### src/rtl/sha256_padder_if.sv
// Stream interface for the SHA-256 padder:
// a 32-bit word input stream and a 512-bit block output stream.
interface sha256_padder_if;
  logic [31:0]  in_data;
  logic         in_valid;
  logic         in_ready;
  logic         in_last;
  logic [2:0]   in_bytes;
  logic [511:0] M_out;
  logic         M_valid;
  logic         M_ready;
  logic         M_last;

  // Padder side
  modport slave (
    input  in_data, in_valid, in_last, in_bytes, M_ready,
    output in_ready, M_out, M_valid, M_last
  );

  // Source / consumer side
  modport master (
    output in_data, in_valid, in_last, in_bytes, M_ready,
    input  in_ready, M_out, M_valid, M_last
  );
endinterface

### src/rtl/sha256_padder.sv
// SHA-256 message padder: collects 32-bit big-endian words into 512-bit blocks,
// appends the 0x80 marker, zero fill and the 64-bit bit length, and flags the
// final block of each message.
module sha256_padder #(
  parameter int LEN_WIDTH = 64
) (
  input logic           clk,
  input logic           rst,   // asynchronous, active low
  sha256_padder_if.slave bus
);

  typedef enum logic [1:0] {S_ACCEPT, S_PAD, S_LEN, S_EMIT} state_t;

  state_t                state_q, state_d;
  state_t                ret_q, ret_d;     // state to resume after a non-final block
  logic [4:0]            idx_q, idx_d;     // next word slot, 0..16
  logic [LEN_WIDTH-1:0]  len_q, len_d;     // message bit count
  logic                  pend80_q, pend80_d; // 0x80 marker still to be written
  logic                  last_q, last_d;   // block being emitted is the final one
  logic [15:0][31:0]     buf_q;            // buf_q[0] is word 0 of the block

  logic                  wr_en;
  logic [3:0]            wr_sel;
  logic [31:0]           wr_data;
  logic                  clr;
  logic [4:0]            idx_inc;
  logic [2:0]            nb;
  logic [31:0]           last_word;
  logic [63:0]           len64;
  logic [511:0]          m_out;
  logic                  in_ready, m_valid, m_last;

  assign idx_inc = idx_q + 5'd1;
  assign nb      = (bus.in_bytes > 3'd4) ? 3'd4 : bus.in_bytes;
  assign len64   = 64'(len_q);

  // Final word: keep the valid bytes, place the 0x80 marker, zero the rest
  always_comb begin
    last_word = bus.in_data;
    case (nb)
      3'd0:    last_word = 32'h8000_0000;
      3'd1:    last_word = {bus.in_data[31:24], 24'h80_0000};
      3'd2:    last_word = {bus.in_data[31:16], 16'h8000};
      3'd3:    last_word = {bus.in_data[31:8],  8'h80};
      default: last_word = bus.in_data;
    endcase
  end

  // State register and counters
  always_ff @(posedge clk or negedge rst) begin
    if (!rst) begin
      state_q  <= S_ACCEPT;
      ret_q    <= S_ACCEPT;
      idx_q    <= '0;
      len_q    <= '0;
      pend80_q <= 1'b0;
      last_q   <= 1'b0;
    end else begin
      state_q  <= state_d;
      ret_q    <= ret_d;
      idx_q    <= idx_d;
      len_q    <= len_d;
      pend80_q <= pend80_d;
      last_q   <= last_d;
    end
  end

  // Next-state, buffer write port and handshake outputs
  always_comb begin
    state_d  = state_q;
    ret_d    = ret_q;
    idx_d    = idx_q;
    len_d    = len_q;
    pend80_d = pend80_q;
    last_d   = last_q;
    wr_en    = 1'b0;
    wr_sel   = idx_q[3:0];
    wr_data  = '0;
    clr      = 1'b0;
    in_ready = 1'b0;
    m_valid  = 1'b0;
    m_last   = 1'b0;
    case (state_q)
      S_ACCEPT: begin
        in_ready = 1'b1;
        if (bus.in_valid) begin
          wr_en = 1'b1;
          idx_d = idx_inc;
          if (!bus.in_last) begin
            wr_data = bus.in_data;
            len_d   = len_q + LEN_WIDTH'(32);
            if (idx_inc == 5'd16) begin
              state_d = S_EMIT;
              ret_d   = S_ACCEPT;
              last_d  = 1'b0;
            end
          end else begin
            wr_data = last_word;
            if (nb == 3'd4) begin
              len_d    = len_q + LEN_WIDTH'(32);
              pend80_d = 1'b1;
            end else begin
              len_d = len_q + LEN_WIDTH'({nb, 3'b000});
            end
            // Marker already placed and slot 14 reached: straight to length
            if (idx_inc == 5'd16) begin
              state_d = S_EMIT;
              ret_d   = S_PAD;
              last_d  = 1'b0;
            end else if (idx_inc == 5'd14 && nb != 3'd4) begin
              state_d = S_LEN;
            end else begin
              state_d = S_PAD;
            end
          end
        end
      end
      S_PAD: begin
        wr_en    = 1'b1;
        wr_data  = pend80_q ? 32'h8000_0000 : 32'h0;
        pend80_d = 1'b0;
        idx_d    = idx_inc;
        if (idx_inc == 5'd16) begin
          state_d = S_EMIT;
          ret_d   = S_PAD;
          last_d  = 1'b0;
        end else if (idx_inc == 5'd14) begin
          state_d = S_LEN;
        end
      end
      S_LEN: begin
        // slot 14 gets the upper half, slot 15 the lower half
        wr_en   = 1'b1;
        wr_data = idx_q[0] ? len64[31:0] : len64[63:32];
        idx_d   = idx_inc;
        if (idx_q[0]) begin
          state_d = S_EMIT;
          ret_d   = S_ACCEPT;
          last_d  = 1'b1;
        end
      end
      S_EMIT: begin
        m_valid = 1'b1;
        m_last  = last_q;
        if (bus.M_ready) begin
          clr   = 1'b1;
          idx_d = '0;
          if (last_q) begin
            len_d   = '0;
            last_d  = 1'b0;
            state_d = S_ACCEPT;
          end else begin
            state_d = ret_q;
          end
        end
      end
      default: state_d = S_ACCEPT;
    endcase
  end

  // Word buffer: one write per cycle, cleared after each block leaves
  always_ff @(posedge clk or negedge rst) begin
    if (!rst)       buf_q <= '0;
    else if (clr)   buf_q <= '0;
    else if (wr_en) buf_q[wr_sel] <= wr_data;
  end

  // Word 0 sits in the most significant slice of the output block
  always_comb begin
    m_out = '0;
    for (int i = 0; i < 16; i++) m_out[511-32*i -: 32] = buf_q[i];
  end

  assign bus.in_ready = in_ready;
  assign bus.M_valid  = m_valid;
  assign bus.M_last   = m_last;
  assign bus.M_out    = m_out;

endmodule

### src/flat_wrapper.sv
// flat-port wrapper written by rule: the top's interface ports become plain ports
module sha256_padder_flat 
#(
  parameter int LEN_WIDTH = 64
)
  (clk, rst, bus_in_data, bus_in_valid, bus_in_last, bus_in_bytes, bus_M_ready, bus_in_ready, bus_M_out, bus_M_valid, bus_M_last);
  sha256_padder_if bus_i ();
  input logic clk;
  input logic rst;
  input wire logic [$bits(bus_i.in_data)-1:0] bus_in_data;
  input wire logic [$bits(bus_i.in_valid)-1:0] bus_in_valid;
  input wire logic [$bits(bus_i.in_last)-1:0] bus_in_last;
  input wire logic [$bits(bus_i.in_bytes)-1:0] bus_in_bytes;
  input wire logic [$bits(bus_i.M_ready)-1:0] bus_M_ready;
  output wire logic [$bits(bus_i.in_ready)-1:0] bus_in_ready;
  output wire logic [$bits(bus_i.M_out)-1:0] bus_M_out;
  output wire logic [$bits(bus_i.M_valid)-1:0] bus_M_valid;
  output wire logic [$bits(bus_i.M_last)-1:0] bus_M_last;
  assign bus_i.in_data = bus_in_data;
  assign bus_i.in_valid = bus_in_valid;
  assign bus_i.in_last = bus_in_last;
  assign bus_i.in_bytes = bus_in_bytes;
  assign bus_i.M_ready = bus_M_ready;
  assign bus_in_ready = bus_i.in_ready;
  assign bus_M_out = bus_i.M_out;
  assign bus_M_valid = bus_i.M_valid;
  assign bus_M_last = bus_i.M_last;
  sha256_padder #(.LEN_WIDTH(LEN_WIDTH)) u_core (.clk(clk), .rst(rst), .bus(bus_i));
endmodule
### config.mk
export PLATFORM = sky130hd
export DESIGN_NAME = sha256_padder_flat
export DESIGN_NICKNAME = d
export VERILOG_FILES = /design/src/rtl/sha256_padder_if.sv /design/src/rtl/sha256_padder.sv /design/src/flat_wrapper.sv
export SDC_FILE = /design/constraint.sdc
export NUM_CORES = 1
export LEC_CHECK = 0
export ABC_CLOCK_PERIOD_IN_PS = 2300
export BUFFER_PORTS_ARGS = -buffer_cell sky130_fd_sc_hd__buf_2
export CORE_ASPECT_RATIO = 2
export CORE_MARGIN = 3
export CORE_UTILIZATION = 25
export DETAILED_ROUTE_END_ITERATION = 12
export PLACE_DENSITY_LB_ADDON = 0.25
export SKIP_CTS_REPAIR_TIMING = 1
export SLEW_MARGIN = 5
export SYNTH_ARGS = -nofsm -noshare
export SYNTH_HDL_FRONTEND = slang
export SYNTH_SLANG_ARGS = --single-unit
### constraint.sdc
create_clock -name clk -period 2.3 [get_ports clk]
set_input_delay 0.345 -clock clk [delete_from_list [all_inputs] [get_ports clk]]
set_output_delay 0.345 -clock clk [all_outputs]
set_load 0.005 [all_outputs]
==> results.json <==
{
  "synth.area.top_cells": "dfrtp_1 (60%), nand3_1 (11%), o21ai_0 (11%)",
  "die_y_microns": 447,
  "syn_area_per_cell_sq_um": 10.0,
  "clk_pin_slew_ns": 0.07,
  "insertion_delay_ns": 0.66,
  "die_area_sq_mm": 0.101,
  "min_path_type": "primary input to register",
  "clkSinkCount": 584,
  "routabilityCongestion": 1.01,
  "hp-start": "bus_in_data[1]",
  "fmax_mhz": 437,
  "rsz0062_at_grt": "false",
  "yosysTopAreaCell": "dfrtp_1",
  "design.core.area_sq_mm": 0.0963,
  "routed_wl_microns": 106000,
  "start_util_pct": 25.2,
  "vdd.ir_drop.worst_mv": 0.779,
  "dpl.hpwl_microns": 77400,
  "avgViaCountPerCell": 4.96,
  "drt_iter0_markers": 1311,
  "rows": 161,
  "ys_ff_latch": 584,
  "async_flop_share_pct": 100,
  "route.met3.wl_microns": 6570,
  "area_growth_pct": 35.9,
  "cap_violations": 0,
  "synth_cells": 2429,
  "cp-start-kind": "register",
  "io_pins": 555,
  "drc_errors": 0,
  "end_kind": "register",
  "status": "finished, final reports clean",
  "synth_ff_type": "dfrtp_1",
  "grt_pass1_wl_microns": 153000,
  "nets": 3128,
  "top_layer": "met5",
  "antenna_found_initial": 13,
  "setup_viol": 0,
  "grt_max_degree": 153,
  "hold_viol_final": 0,
  "cts-htree-levels": 2,
  "wl_met1_microns": 41600,
  "track_usage_pct": 20.4,
  "worstSetupPathType": "register to register",
  "grt_pass1_vias": 21652,
  "clockRootBuffer": "clkbuf_16",
  "worstReg2RegEnd": "u_core.len64[50]$_DFFE_PN0P_",
  "holdPathEnd": "u_core.bus.M_out[449]$_DFFE_PN0P_",
  "clock-skew-final_ns": 0.0337,
  "fin_crit_sh_pct": 99.4,
  "syn-cell-area_sq_mm": 0.0243,
  "r2r_slack_ns": 0.01,
  "port_buffers": 554,
  "synth_top_area_share_pct": 60.1,
  "critPathMaxFanout": 5,
  "post-route-util_pct": 34.3,
  "required_ns": 2.82,
  "synth_edf_count": 0,
  "slew_viol_final": 0,
  "cts_tree": "done",
  "grt.overflow.total": 0,
  "fin_tns_setup_ns": 0,
  "syn-num-nets": 2483,
  "drive_above_1_share_pct": 32.9,
  "ant_nets": 0,
  "dr.pass1.iters": 5,
  "tightest_slew_ns": 0.838,
  "maxSlewHeadroom_pct": 43.6,
  "die_x_microns": 227,
  "cts_buffer_depth": 3,
  "period_needed_ns": 2.29,
  "p_leak_nw": 16.2,
  "ys_seq_area_share_pct": 60.1,
  "wl_per_cell_microns": 24.3,
  "arrival_ns": 2.81,
  "dr_wl_met2_microns": 52200,
  "cts_buffers": 58,
  "holdPathStages": 3,
  "synth_cell_types": 80,
  "worstRegToRegCells": 7,
  "crit-reg2reg-launch": "u_core.len64[4]$_DFFE_PN0P_",
  "powerDensity_mw_per_mm2": 965,
  "ys.warnings.count": 0,
  "vias": 21566
}
critical path: stages, from the launching register on:
cell and delay, ns:
dfrtp_1 0.45, ha_1 0.31, a21o_1 0.15, a211o_4 0.17, nand3_1 0.20, nor2_1 0.53, nand2_1 0.20, mux2i_1 0.16
power breakdown:
part	total [mW]	switching, mW	internal [mW]	leakage, nW
Combinational	8.94	5.86	3.09	7.01
Sequential	11.9	0.649	11.3	8.12
Clock	11.0	4.52	6.47	1.06
Total	31.9	11.0	20.9	16.2
layer usage:
layer | vias to the layer above | GRT usage [%]
met4 | 6 | 9.57
met3 | 223 | 4.02
met5 | - | 0
met1 | 10517 | 24.0
met2 | 827 | 35.5
li1 | 9993 | -
cell families (layout without fill, tap and decap cells):
kind of cell,count (synthesis),in the layout,share of synthesized area [%]
other,0,5,0
buffers and inverters,247,940,3.97
xor gates and xnor gates,6,6,0.216
and+or+nand+nor,864,864,18.0
adders and majority gates,14,14,0.751
DFF,584,584,60.1
muxes,57,57,2.36
AOI/OAI and AO/OA,657,657,14.6
layout by cell type (no fill, tap or decap), types with 55 or more instances in the layout:
master	n
o21ai_0	535
buf_2	553
buf_12	65
nand2_1	85
buf_4	192
dfrtp_1	579
mux2i_1	55
nor2_1	68
nand3_1	548
clkbuf_16	59
worst max-delay path by stage:
stage / startpoint / end
after floorplan: u_core.state_q[0]$_DFFE_PN0P_ / u_core.len64[56]$_DFFE_PN0P_
after global placement: bus_in_bytes[0] / u_core.len64[47]$_DFFE_PN0P_
after detailed placement: bus_in_bytes[0] / u_core.len64[47]$_DFFE_PN0P_
after CTS: u_core.state_q[0]$_DFFE_PN0P_ / u_core.len64[32]$_DFFE_PN0P_
after global routing: u_core.len64[3]$_DFFE_PN0P_ / u_core.len64[41]$_DFFE_PN0P_
final: u_core.len64[4]$_DFFE_PN0P_ / u_core.len64[50]$_DFFE_PN0P_
cell type report:
type                            instances  area (sq um)
Antenna cell                            5          12.5
Sequential cell                       584         14600
Multi-Input combinational cell       1598          9000
Fill cell                            9997         63300
Clock inverter                         34           582
Tap cell                             1222          1530
Timing Repair Buffer                  821          5640
Inverter                               11          43.8
Clock buffer                           74          1600
synthesized netlist by cell type (all sizes together), types with 13 or more instances:
cell type and count:
dfrtp 584, o21ai 545, nand4 23, nor2 71, nor4 15, mux2i 55
clkbuf 202, nor3 19, ha 13, nand2 104, nand3 551, a21oi 46
buf 34, or2 21
state kept, by name, indices dropped and copies added (netlist names):
name              cells
u_core.bus.M_out    512
u_core.len64         61
u_core.idx_q          5
u_core.ret_q          2
u_core.state_q        2
u_core.last_q         1
u_core.pend80_q       1
stage by stage:
step                cell area [sq um]  hold slack (ns)  instances  worst slack [ns]  total power [mW]
CTS                             32700           -0.492       4334            -0.205              32.1
floorplan                       24300           0.0494       2429            0.0165              15.9
global placement                30600            0.233       4226            -0.264              20.9
finish                          33000            0.152       4349            0.0137              31.9
global route                    33000            0.145       4347           0.00705              33.4
detailed placement              30600            0.229       4226            -0.239              21.0
(Power assumes the default switching activity.)
